==> src/rtl/genius_pkg.sv <==
// rtl/genius_pkg.sv - shared state encodings, colour codes and helpers for the Genius round sequencer
package genius_pkg;

  typedef enum logic [2:0] {
    ST_IDLE,
    ST_P_FETCH,
    ST_P_ON,
    ST_P_OFF,
    ST_U_WAIT,
    ST_U_EVAL
  } state_t;

  localparam logic [1:0] COL_GREEN  = 2'd0;
  localparam logic [1:0] COL_RED    = 2'd1;
  localparam logic [1:0] COL_YELLOW = 2'd2;
  localparam logic [1:0] COL_BLUE   = 2'd3;

  function automatic logic [3:0] onehot(input logic [1:0] c);
    return 4'b0001 << c;
  endfunction

  function automatic int max_int(input int a, input int b);
    return (a > b) ? a : b;
  endfunction

endpackage

==> src/rtl/genius_tick_timer.sv <==
// rtl/genius_tick_timer.sv - loadable count-down tick timer with a zero flag
module genius_tick_timer #(
  parameter int CW = 24
) (
  input  logic          clock,
  input  logic          reset_i,
  input  logic          load,
  input  logic [CW-1:0] load_value,
  input  logic          enable,
  output logic          done
);

  logic [CW-1:0] count_q;

  always_ff @(posedge clock or posedge reset_i) begin
    if (reset_i) begin
      count_q <= '0;
    end else if (load) begin
      count_q <= load_value;
    end else if (enable && (count_q != '0)) begin
      count_q <= count_q - 1'b1;
    end
  end

  assign done = (count_q == '0);

endmodule

==> src/rtl/genius_round_sequencer.sv <==
// rtl/genius_round_sequencer.sv - plays one Genius round on the LEDs and checks the player's presses
module genius_round_sequencer
  import genius_pkg::*;
#(
  parameter int AW        = 4,
  parameter int CW        = 24,
  parameter int ON_TICKS  = 12500000,
  parameter int OFF_TICKS = 5000000,
  parameter int TO_TICKS  = 250000000
) (
  input  logic          clock,
  input  logic          reset_i,
  input  logic          play_start_i,
  input  logic          user_start_i,
  input  logic [AW-1:0] round_i,
  output logic [AW-1:0] seq_addr_o,
  input  logic [1:0]    seq_data_i,
  input  logic [3:0]    btn_i,
  output logic [3:0]    led_o,
  output logic          busy_o,
  output logic          end_fpga_o,
  output logic          end_user_o,
  output logic          end_time_o,
  output logic          match_o
);

  // Timer is widened beyond CW whenever a tick count would not fit in it.
  localparam int TW = max_int(CW, max_int($clog2(TO_TICKS),
                              max_int($clog2(ON_TICKS), $clog2(OFF_TICKS))));

  state_t        state_q, state_d;
  logic [AW-1:0] idx_q, idx_d;
  logic [AW-1:0] len_q, len_d;
  logic [1:0]    col_q, col_d;
  logic [3:0]    btn_q, btn_d;
  logic [3:0]    led_q, led_d;
  logic          busy_q, busy_d;
  logic          end_fpga_q, end_fpga_d;
  logic          end_user_q, end_user_d;
  logic          end_time_q, end_time_d;
  logic          match_q, match_d;

  logic          tmr_load;
  logic [TW-1:0] tmr_value;
  logic          tmr_enable;
  logic          tmr_done;

  genius_tick_timer #(
    .CW(TW)
  ) u_timer (
    .clock     (clock),
    .reset_i   (reset_i),
    .load      (tmr_load),
    .load_value(tmr_value),
    .enable    (tmr_enable),
    .done      (tmr_done)
  );

  always_comb begin
    state_d    = state_q;
    idx_d      = idx_q;
    len_d      = len_q;
    col_d      = col_q;
    btn_d      = btn_q;
    led_d      = 4'b0000;
    end_fpga_d = 1'b0;
    end_user_d = 1'b0;
    end_time_d = 1'b0;
    match_d    = match_q;
    tmr_load   = 1'b0;
    tmr_value  = '0;
    tmr_enable = 1'b0;

    unique case (state_q)
      ST_IDLE: begin
        if (play_start_i) begin
          state_d = ST_P_FETCH;
          idx_d   = '0;
          len_d   = round_i;
        end else if (user_start_i) begin
          state_d   = ST_U_WAIT;
          idx_d     = '0;
          len_d     = round_i;
          match_d   = 1'b0;
          tmr_load  = 1'b1;
          tmr_value = TW'(TO_TICKS - 1);
        end
      end

      ST_P_FETCH: begin
        col_d     = seq_data_i;
        led_d     = onehot(seq_data_i);
        state_d   = ST_P_ON;
        tmr_load  = 1'b1;
        tmr_value = TW'(ON_TICKS - 1);
      end

      ST_P_ON: begin
        if (tmr_done) begin
          state_d   = ST_P_OFF;
          tmr_load  = 1'b1;
          tmr_value = TW'(OFF_TICKS - 1);
        end else begin
          led_d      = onehot(col_q);
          tmr_enable = 1'b1;
        end
      end

      ST_P_OFF: begin
        if (tmr_done) begin
          if (idx_q == len_q) begin
            state_d    = ST_IDLE;
            end_fpga_d = 1'b1;
          end else begin
            state_d = ST_P_FETCH;
            idx_d   = idx_q + 1'b1;
          end
        end else begin
          tmr_enable = 1'b1;
        end
      end

      ST_U_WAIT: begin
        // A press in the final timeout cycle still wins over the timeout.
        if (btn_i != 4'b0000) begin
          state_d = ST_U_EVAL;
          btn_d   = btn_i;
          led_d   = btn_i;
        end else if (tmr_done) begin
          state_d    = ST_IDLE;
          end_time_d = 1'b1;
          match_d    = 1'b0;
        end else begin
          tmr_enable = 1'b1;
        end
      end

      ST_U_EVAL: begin
        if (btn_q != onehot(seq_data_i)) begin
          state_d    = ST_IDLE;
          end_user_d = 1'b1;
          match_d    = 1'b0;
        end else if (idx_q == len_q) begin
          state_d    = ST_IDLE;
          end_user_d = 1'b1;
          match_d    = 1'b1;
        end else begin
          state_d   = ST_U_WAIT;
          idx_d     = idx_q + 1'b1;
          tmr_load  = 1'b1;
          tmr_value = TW'(TO_TICKS - 1);
        end
      end

      default: begin
        state_d = ST_IDLE;
      end
    endcase

    busy_d = (state_d != ST_IDLE);
  end

  always_ff @(posedge clock or posedge reset_i) begin
    if (reset_i) begin
      state_q    <= ST_IDLE;
      idx_q      <= '0;
      len_q      <= '0;
      col_q      <= '0;
      btn_q      <= '0;
      led_q      <= '0;
      busy_q     <= 1'b0;
      end_fpga_q <= 1'b0;
      end_user_q <= 1'b0;
      end_time_q <= 1'b0;
      match_q    <= 1'b0;
    end else begin
      state_q    <= state_d;
      idx_q      <= idx_d;
      len_q      <= len_d;
      col_q      <= col_d;
      btn_q      <= btn_d;
      led_q      <= led_d;
      busy_q     <= busy_d;
      end_fpga_q <= end_fpga_d;
      end_user_q <= end_user_d;
      end_time_q <= end_time_d;
      match_q    <= match_d;
    end
  end

  assign seq_addr_o = idx_q;
  assign led_o      = led_q;
  assign busy_o     = busy_q;
  assign end_fpga_o = end_fpga_q;
  assign end_user_o = end_user_q;
  assign end_time_o = end_time_q;
  assign match_o    = match_q;

endmodule

==> config.mk <==
export PLATFORM = sky130hd
export DESIGN_NAME = genius_round_sequencer
export DESIGN_NICKNAME = d
export VERILOG_FILES = /design/src/rtl/genius_pkg.sv /design/src/rtl/genius_tick_timer.sv /design/src/rtl/genius_round_sequencer.sv
export SDC_FILE = /design/constraint.sdc
export NUM_CORES = 1
export LEC_CHECK = 0
export ABC_AREA = 1
export CORE_MARGIN = 2
export CORE_UTILIZATION = 40
export DETAILED_ROUTE_END_ITERATION = 16
export PLACE_DENSITY = 0.6
export SLEW_MARGIN = 20
export SYNTH_ARGS = -nofsm -noshare
export SYNTH_HDL_FRONTEND = slang
export SYNTH_SLANG_ARGS = --single-unit
==> constraint.sdc <==
create_clock -name clock -period 5.6 [get_ports clock]
set_input_delay 0.84 -clock clock [delete_from_list [all_inputs] [get_ports clock]]
set_output_delay 0.84 -clock clock [all_outputs]
set_load 0.02 [all_outputs]
==> results.sh, run 1 <==
export IMPL_clock_skew_ns=0.00820
export IMPL_synthTopCellsByArea="dfrtp_1, nand2_1, nor2_1, nand3_1, inv_1"
export IMPL_synth_top_area_share_pct=38.3
export IMPL_cts_hold_buffers=0
export IMPL_core_area_um2=8640
export IMPL_dp_slack_ns=2.14
export IMPL_die_w_um=97.9
export IMPL_hp_start="len_q[1]"
export IMPL_path_clk_slew_ns=0.11
export IMPL_fin_ws_ns=2.51
export IMPL_p_leak_nw=2.01
export IMPL_synthAdderAreaFrac_pct=0.709
export IMPL_cts_made_buffers=5
export IMPL_clk_path_buf_depth=2
export IMPL_synth_top_family_by_area="simple AND/OR/NAND/NOR gates"
export IMPL_grt_ovfl_total=0
export IMPL_ant_nets=0
export IMPL_final_core_utilization_pct=45.6
export IMPL_end_kind="register"
export IMPL_syn_avg_cell_area_um2=6.92
export IMPL_clk_latency_ns=0.32
export IMPL_synth_most_common_cell="nand2_1"
export IMPL_cts_tree="yes"
export IMPL_synthCells=510
export IMPL_die_area_um2=9590
export IMPL_p_per_area_nw_per_um2=483
export IMPL_dp_hpwl_um=6360
export IMPL_cpMostUsedCell="nand2_1"
export IMPL_viasPerCell=5.10
export IMPL_layout_drive_gt1_share_pct=7.32
export IMPL_muxShareOfSynthArea_pct=0
export IMPL_synth_edf_count=0
export IMPL_first_global_vias=3176
export IMPL_vias=3267
export IMPL_fin_crit_ns=3.09
export IMPL_ir_drop_mv=0.154
export IMPL_crit_family="simple AND/OR/NAND/NOR gates"
export IMPL_cpPeakStageDelay_ns=0.62
export IMPL_synthToLayoutAreaGrowth_pct=11.5
export IMPL_die_h_um=97.9
export IMPL_hold_path_class="register to register"
export IMPL_fmax_mhz=324
export IMPL_slowest_stage="nor2_4"
export IMPL_worstPathArrival_ns=3.31
export IMPL_drtIter0Drc=273
export IMPL_grt_max_degree=55
export IMPL_pin_count=27
export IMPL_diodes=0
export IMPL_ys_flop_type="dfrtp_1"
export IMPL_dp_cells=633
export IMPL_nNetsFinal=548
export IMPL_finalHoldViolations=0
export IMPL_ctsResizeCount=0
export IMPL_crit_path_start_kind="primary input"
export IMPL_grt_antenna_before_repair=0
export IMPL_rows=34
export IMPL_crit_required_ns=5.82
export IMPL_synthTopCellsByCount="nand2_1, nor2_1, inv_1, dfrtp_1, nand3_1"
export IMPL_path_cells="clkdlybuf4s50_1, inv_1, nand2_1, nand2_1, nand2_1, nand2_1, nor2_2, nand3_2, nand2_2, nor2_4, nand2_4, nand2_1, nand2_1"
export IMPL_wl_met3_um=365
export IMPL_dr_pass1_iters=6
export IMPL_synth_simple_area_share_pct=44.1
export IMPL_period_share_pct=55.2
export IMPL_synth_fp_nets=526
export IMPL_startpoint="seq_data_i[0]"
export IMPL_numClockSinks=54
export IMPL_tns_ns=0
export IMPL_yosys_area_share_xor_xnor_pct=2.98
export IMPL_yosys_area_top_type="dfrtp_1"
export IMPL_status="finished, final reports clean"
export IMPL_io_buffers=26
export IMPL_timing_critical_path_buf_inv=2
export IMPL_met1_length_um=4250
export IMPL_wl_met2_um=4120
export IMPL_cts_setup_buffers=0
export IMPL_rr_startpoint="seq_addr_o[1]"
export IMPL_synth_seq_cells=54
export IMPL_routed_wl_um=8830
export IMPL_initial_utilization_pct=40.9
export IMPL_drv_cap=0
export IMPL_wl_per_cell_um=13.8
export IMPL_routed_top_layer="met4"
export IMPL_drv_slew=0
export IMPL_synth_yosys_seq_area_share_pct=38.3
export IMPL_fin_cells=641
export IMPL_timing_slew_headroom_pct=41.2
export IMPL_timing_hold_ws_ns=0.501
export IMPL_yosys_warnings=0
export IMPL_grt_usage_pct=19.3
export IMPL_cts_root_buffer="clkbuf_8"
export IMPL_place_gp_congestion=0.846
export IMPL_r2r_setup_slack_ns=3.05
export IMPL_htreeDepth=2
export IMPL_grt_pass1_wl_um=15300
export IMPL_async_flop_share_pct=100
export IMPL_tightest_slew_ns=0.879
export IMPL_fillers=872
export IMPL_drc=0
export IMPL_critPathKind="primary input to register"
export IMPL_rsz0062_at_grt="false"
export IMPL_synth_cell_type_count=30
export IMPL_setup_viol=0
export IMPL_synth_compound_area_share_pct=5.11
export IMPL_syn_area_um2=3530
export IMPL_cp_max_fo=30
flip-flops by register name (all words and copies together), names as in the netlist, 2 cells and up:
register	count
btn_q	4
col_q	2
led_o	4
len_q	4
seq_addr_o	4
state_q	3
u_timer.count_q	28
final timing paths:
| path | to | cells after the start |
|---|---|---|
| worst max-delay path | u_timer.count_q[8] | 13 |
| worst min-delay path | len_q[1] | 2 |
| worst max register to register | u_timer.count_q[8] | 9 |
| worst min register to register | len_q[1] | 2 |
| max in group asynchronous | end_fpga_o | 3 |
| min in group asynchronous | seq_addr_o[2] | 3 |
layer usage:
metal  global-route usage [%]  vias to the layer above
met4                     5.13                        0
met1                     27.3                     1520
li1                         -                     1672
met2                     31.5                       69
met3                     2.43                        6
met5                        0                        -
final cells by class:
class,count,area [µm²],area share (%)
sequential,54,1350,34.4
clock buffer,6,82.6,2.10
tap,108,135,3.44
clock inverter,2,17.5,0.445
inverter,57,214,5.44
multi-input combinational,387,1870,47.4
timing repair buffer,27,268,6.81
cells by family (layout without fill, tap and decap cells):
group           Yosys count  in the layout
simple gates            341            341
compound gates           32             32
xor+xnor                 12             12
fa+ha+maj                 2              2
flops                    54             54
buf+inv                  69             92
metrics by stage:
stage               area (µm²)  total power [mW]
detailed placement        3830              1.65
floorplan                 3530              1.43
CTS                       3930              1.91
global placement          3830              1.64
global route              3930              2.09
finish                    3930              1.90
power breakdown:
| group | switching [mW] | internal [mW] | leakage (nW) |
|---|---|---|---|
| clock | 0.148 | 0.102 | 0.0514 |
| sequential | 0.145 | 0.532 | 0.677 |
| combinational | 0.644 | 0.327 | 1.28 |
| total | 0.938 | 0.962 | 2.01 |
worst min-delay path, delay by kind of cell (launching register included):
kind | cells | cell delay [ns]
simple gates | 2 | 0.10
flops | 1 | 0.37
cells in the final DEF (no fill, tap or decap):
master | netlist | layout
xnor2_1 | 1 | 1
inv_2 | 2 | 3
nor3_1 | 7 | 7
or2_2 | 1 | 1
clkinv_4 | 0 | 2
nand2_1 | 175 | 175
nor2_1 | 62 | 62
nand2_4 | 4 | 4
nand4_2 | 1 | 1
o21bai_1 | 3 | 3
nor2_2 | 5 | 5
a31oi_1 | 1 | 1
xor2_1 | 11 | 11
clkbuf_8 | 0 | 6
nand2_2 | 5 | 5
nor3_2 | 1 | 1
clkdlybuf4s50_1 | 0 | 26
nand4_1 | 21 | 21
dfrtp_1 | 54 | 54
a21oi_1 | 1 | 1
buf_4 | 3 | 1
inv_1 | 55 | 54
o21ai_0 | 23 | 23
o221ai_1 | 3 | 3
nand3_2 | 6 | 6
nand3_1 | 44 | 44
ha_1 | 2 | 2
nor2_4 | 4 | 4
o21ai_1 | 1 | 1
nand3b_1 | 5 | 5
(Power assumes the default switching activity.)
==> inputs of run 2 (changes only) <==
--- a/config.mk
+++ b/config.mk
@@ -9,7 +9,7 @@
 export CORE_MARGIN = 2
 export CORE_UTILIZATION = 40
 export DETAILED_ROUTE_END_ITERATION = 16
-export PLACE_DENSITY = 0.6
+export PLACE_DENSITY = 0.62
 export SLEW_MARGIN = 20
 export SYNTH_ARGS = -nofsm -noshare
 export SYNTH_HDL_FRONTEND = slang
==> constraint.sdc (replaced) <==
create_clock -name clock -period 2.72 [get_ports clock]
set_input_delay 0.408 -clock clock [delete_from_list [all_inputs] [get_ports clock]]
set_output_delay 0.408 -clock clock [all_outputs]
set_load 0.02 [all_outputs]
==> results.sh, run 2 (synthesized netlist as in run 1, its figures left out) <==
export IMPL_clk_latency_ns=0.31
export IMPL_viasPerCell=5.10
export IMPL_diodes=0
export IMPL_grt_ovfl_total=0
export IMPL_timing_hold_ws_ns=0.419
export IMPL_cpPeakStageDelay_ns=0.39
export IMPL_switchingPower_mw=1.91
export IMPL_tightest_slew_ns=0.799
export IMPL_clkPwrFrac_pct=13.0
export IMPL_htreeDepth=2
export IMPL_startpoint="u_timer.count_q[0]"
export IMPL_status="finished, final reports clean"
export IMPL_dp_hpwl_um=6470
export IMPL_fmax_mhz=428
export IMPL_crit_required_ns=2.92
export IMPL_power_mw=3.92
export IMPL_fillers=865
export IMPL_synthToLayoutAreaGrowth_pct=12.4
export IMPL_path_clk_slew_ns=0.11
export IMPL_grt_usage_pct=18.5
export IMPL_layout_drive_gt1_share_pct=8.01
export IMPL_rsz0062_at_grt="false"
export IMPL_regMostFlops="u_timer.count_q"
export IMPL_final_core_utilization_pct=45.9
export IMPL_timing_critical_path_buf_inv=2
export IMPL_dr_pass1_iters=4
export IMPL_timing_slew_headroom_pct=46.6
export IMPL_p_int_mw=2.01
export IMPL_numClockSinks=54
export IMPL_cts_hold_buffers=0
export IMPL_hold_path_class="primary input to asynchronous set/reset pin"
export IMPL_seq_power_share_pct=35.4
export IMPL_pin_count=27
export IMPL_rr_startpoint="u_timer.count_q[0]"
export IMPL_drc=0
export IMPL_setup_viol=0
export IMPL_ctsResizeCount=0
export IMPL_drv_cap=0
export IMPL_dp_cells=637
export IMPL_fin_crit_ns=2.34
export IMPL_clk_path_buf_depth=2
export IMPL_ant_nets=0
export IMPL_cts_made_buffers=5
export IMPL_vias=3287
export IMPL_final_cell_mix="nand2_1, nor2_1, inv_1, dfrtp_1, nand3_1"
export IMPL_tns_ns=0
export IMPL_cp_max_fo=26
export IMPL_drtIter0Drc=158
export IMPL_cts_root_buffer="clkbuf_8"
export IMPL_wl_per_cell_um=13.2
export IMPL_p_per_area_nw_per_um2=987
export IMPL_switching_share_pct=48.7
export IMPL_p_leak_nw=2.03
export IMPL_grt_pass1_wl_um=14600
export IMPL_rows=34
export IMPL_die_w_um=97.9
export IMPL_final_common_cell="nand2_1"
export IMPL_share_comb_of_total_power_pct=51.6
export IMPL_period_share_pct=85.9
export IMPL_first_global_vias=3144
export IMPL_grt_max_degree=27
export IMPL_end_kind="register"
export IMPL_core_area_um2=8640
export IMPL_crit_path_start_kind="register"
export IMPL_die_area_um2=9590
export IMPL_finalHoldViolations=0
export IMPL_grt_antenna_before_repair=0
export IMPL_largest_register_ff_count=28
export IMPL_path_cells="inv_1, ha_1, nand2_2, nor2_4, nand3_2, nor2_4, nand2_2, nand2_4, inv_2, o21ai_1, nand2_1"
export IMPL_place_gp_congestion=0.906
export IMPL_routed_wl_um=8520
export IMPL_cts_tree="yes"
export IMPL_nNetsFinal=552
export IMPL_initial_utilization_pct=40.9
export IMPL_die_h_um=97.9
export IMPL_ir_drop_mv=0.403
export IMPL_io_buffers=26
export IMPL_drv_slew=0
export IMPL_crit_family="simple AND/OR/NAND/NOR gates"
export IMPL_critPathKind="register to register"
export IMPL_slowest_stage="dfrtp_1"
export IMPL_clock_skew_ns=0.00821
export IMPL_fin_cells=645
export IMPL_cts_setup_buffers=0
export IMPL_worstPathArrival_ns=2.53
## run 2: cell types whose count changed in the layout (fill, tap and decap cells not counted), sizes merged
| cell | before | now |
|---|---|---|
| buf | 1 | 5 |
| clkinv | 2 | 0 |
| inv | 57 | 59 |
## run 2: power groups by stage
stage	clock network, mW	registers, mW	logic (mW)
CTS	0.528	1.38	2.03
global placement	0	1.39	1.99
detailed placement	0	1.40	2.02
floorplan	0	1.38	1.56
finish	0.511	1.39	2.02
global route	0.561	1.43	2.33
## run 2: worst reg2reg max path, delay by kind of cell (launching register included)
family / cells / cell delay, ns
compound gates: 1 / 0.15
flops: 1 / 0.39
fa+ha+maj: 1 / 0.27
simple gates: 7 / 1.11
buf+inv: 2 / 0.31
## run 2: worst paths after layout
check                                      to  slack, ns  cells past startpoint
max reg2reg                u_timer.count_q[1]       0.38                     11
min in group clock                    match_o       0.50                      2
max                        u_timer.count_q[1]       0.38                     11
max in group asynchronous             match_o       1.68                      3
min reg2reg                           match_o       0.50                      2
min                        u_timer.count_q[7]       0.42                      2
## run 2: final cells by class
class	instances	area (µm²)	share of cell area, %
tap	108	135	3.41
multi-input combinational	387	1870	47.0
timing repair buffer	31	298	7.51
clock buffer	6	82.6	2.08
sequential	54	1350	34.1
clock inverter	2	20.0	0.505
inverter	57	214	5.39
## run 2: stage by stage
| step | instance area, µm² | setup slack, ns |
|---|---|---|
| floorplan | 3530 | 0.888 |
| CTS | 3970 | 0.377 |
| global placement | 3860 | 0.382 |
| global route | 3970 | 0.158 |
| detailed placement | 3860 | 0.336 |
| finish | 3970 | 0.384 |
## run 2: metal layers
metal	routed length, µm	global-route usage (%)
met3	242	2.72
met1	4070	24.7
met5	0	0
met4	82	4.38
met2	4120	31.6
==> inputs of run 3 (changes only) <==
--- a/config.mk
+++ b/config.mk
@@ -10,6 +10,7 @@
 export CORE_UTILIZATION = 40
 export DETAILED_ROUTE_END_ITERATION = 16
 export PLACE_DENSITY = 0.62
+export RECOVER_POWER = 100
 export SLEW_MARGIN = 20
 export SYNTH_ARGS = -nofsm -noshare
 export SYNTH_HDL_FRONTEND = slang
==> results.sh, run 3 (synthesized netlist as in run 1, its figures left out) <==
export IMPL_status="finished, final reports clean"
export IMPL_hold_path_end="match_o"
export IMPL_final_cell_mix="nand2_1, nor2_1, inv_1, dfrtp_1, nand3_1"
export IMPL_rr_startpoint="state_q[0]"
export IMPL_die_w_um=97.9
export IMPL_io_buffers=26
export IMPL_numClockSinks=54
export IMPL_crit_required_ns=2.91
export IMPL_grt_max_degree=27
export IMPL_clk_latency_ns=0.31
export IMPL_dr_pass1_iters=5
export IMPL_nNetsFinal=552
export IMPL_drv_slew=0
export IMPL_rsz0062_at_grt="false"
export IMPL_worstPathArrival_ns=2.60
export IMPL_r2r_cells=8
export IMPL_grt_usage_pct=18.5
export IMPL_end_kind="register"
export IMPL_synthToLayoutAreaGrowth_pct=11.5
export IMPL_timing_slew_headroom_pct=35.5
export IMPL_fmax_mhz=416
export IMPL_final_common_cell="nand2_1"
export IMPL_ctsResizeCount=0
export IMPL_rows=34
export IMPL_routed_wl_um=8500
export IMPL_setup_viol=0
export IMPL_drc=0
export IMPL_clock_skew_ns=0.00827
export IMPL_finalHoldViolations=0
export IMPL_startpoint="state_q[0]"
export IMPL_tightest_slew_ns=0.967
export IMPL_fin_crit_ns=2.40
export IMPL_grt_pass1_wl_um=14600
export IMPL_timing_rr_end="u_timer.count_q[10]"
export IMPL_path_cells="inv_1, nor3_1, inv_1, nand2_4, nor2_4, buf_4, nand3_1, nand3_1"
export IMPL_grt_ovfl_total=0
export IMPL_core_area_um2=8640
export IMPL_critPathKind="register to register"
export IMPL_clk_path_buf_depth=2
export IMPL_period_share_pct=88.3
export IMPL_largest_register_ff_count=28
export IMPL_p_leak_nw=2.06
export IMPL_die_area_um2=9590
export IMPL_initial_utilization_pct=40.9
export IMPL_drv_cap=0
export IMPL_timing_hold_ws_ns=0.492
export IMPL_cts_root_buffer="clkbuf_8"
export IMPL_p_per_area_nw_per_um2=985
export IMPL_path_clk_slew_ns=0.11
export IMPL_cp_max_fo=24
export IMPL_cts_hold_buffers=0
export IMPL_cts_setup_buffers=0
export IMPL_first_global_vias=3144
export IMPL_vias=3289
export IMPL_min_path_cells=2
export IMPL_layout_drive_gt1_share_pct=6.15
export IMPL_wl_per_cell_um=13.2
export IMPL_dp_hpwl_um=6470
export IMPL_ant_nets=0
export IMPL_cts_tree="yes"
export IMPL_die_h_um=97.9
export IMPL_hp_start="match_o"
export IMPL_crit_path_start_kind="register"
export IMPL_diodes=0
export IMPL_fin_ws_ns=0.317
export IMPL_viasPerCell=5.10
export IMPL_dp_slack_ns=0.336
export IMPL_cpPeakStageDelay_ns=0.71
export IMPL_place_gp_congestion=0.906
export IMPL_htreeDepth=2
export IMPL_slowest_stage="nor3_1"
export IMPL_tns_ns=0
export IMPL_hold_path_class="register to register"
export IMPL_cts_made_buffers=5
export IMPL_grt_antenna_before_repair=0
export IMPL_r2r_setup_slack_ns=0.32
export IMPL_pin_count=27
export IMPL_drtIter0Drc=150
export IMPL_regMostFlops="u_timer.count_q"
export IMPL_ir_drop_mv=0.404
run 3: cell count changes in the layout (fill, tap and decap cells not counted), sizes merged:
cell,delta
clkdlybuf4s50,-15
dlygate4sd3,+15
buf,-2
clkbuf,+2
run 3: routing by layer:
| metal | part of all wire [%] | track usage, % |
|---|---|---|
| met1 | 48 | 24.7 |
| met2 | 48 | 31.6 |
| met3 | 3.2 | 2.72 |
| met4 | 0.96 | 4.38 |
| met5 | 0 | 0 |
run 3: through the flow:
stage                     instances  power (mW)  area [µm²]  util (%)
after detailed placement        637        3.42        3860      44.7
after global placement          637        3.38        3860      44.7
after floorplan                 510        2.93        3530         -
final                           645        3.87        3930      45.5
after CTS                       645        3.94        3970      45.9
after global routing            645        4.28        3930      45.5
run 3: layout make-up:
class                   count  area, µm²
multi-input cells         387       1840
clock buffers               6       82.6
flip-flops and latches     54       1350
well taps                 108        135
fillers                   874       4700
inverters                  57        214
clock inverters             2       20.0
repair buffers             31        290
run 3: worst max-delay path by stage:
stage	cells after the start	endpoint
global route	11	u_timer.count_q[1]
finish	8	u_timer.count_q[10]
global placement	8	u_timer.count_q[9]
CTS	11	u_timer.count_q[1]
detailed placement	13	u_timer.count_q[10]
floorplan	13	u_timer.count_q[6]
run 3: critical path, delay by kind of cell, from the launching register on:
kind | cells | cell delay, ns
simple gates | 5 | 1.18
buf+inv | 3 | 0.67
flops | 1 | 0.44
run 3: power breakdown:
group | total (mW) | internal [mW] | switching (mW)
sequential | 1.38 | 1.10 | 0.285
clock | 0.512 | 0.217 | 0.295
combinational | 1.98 | 0.667 | 1.31
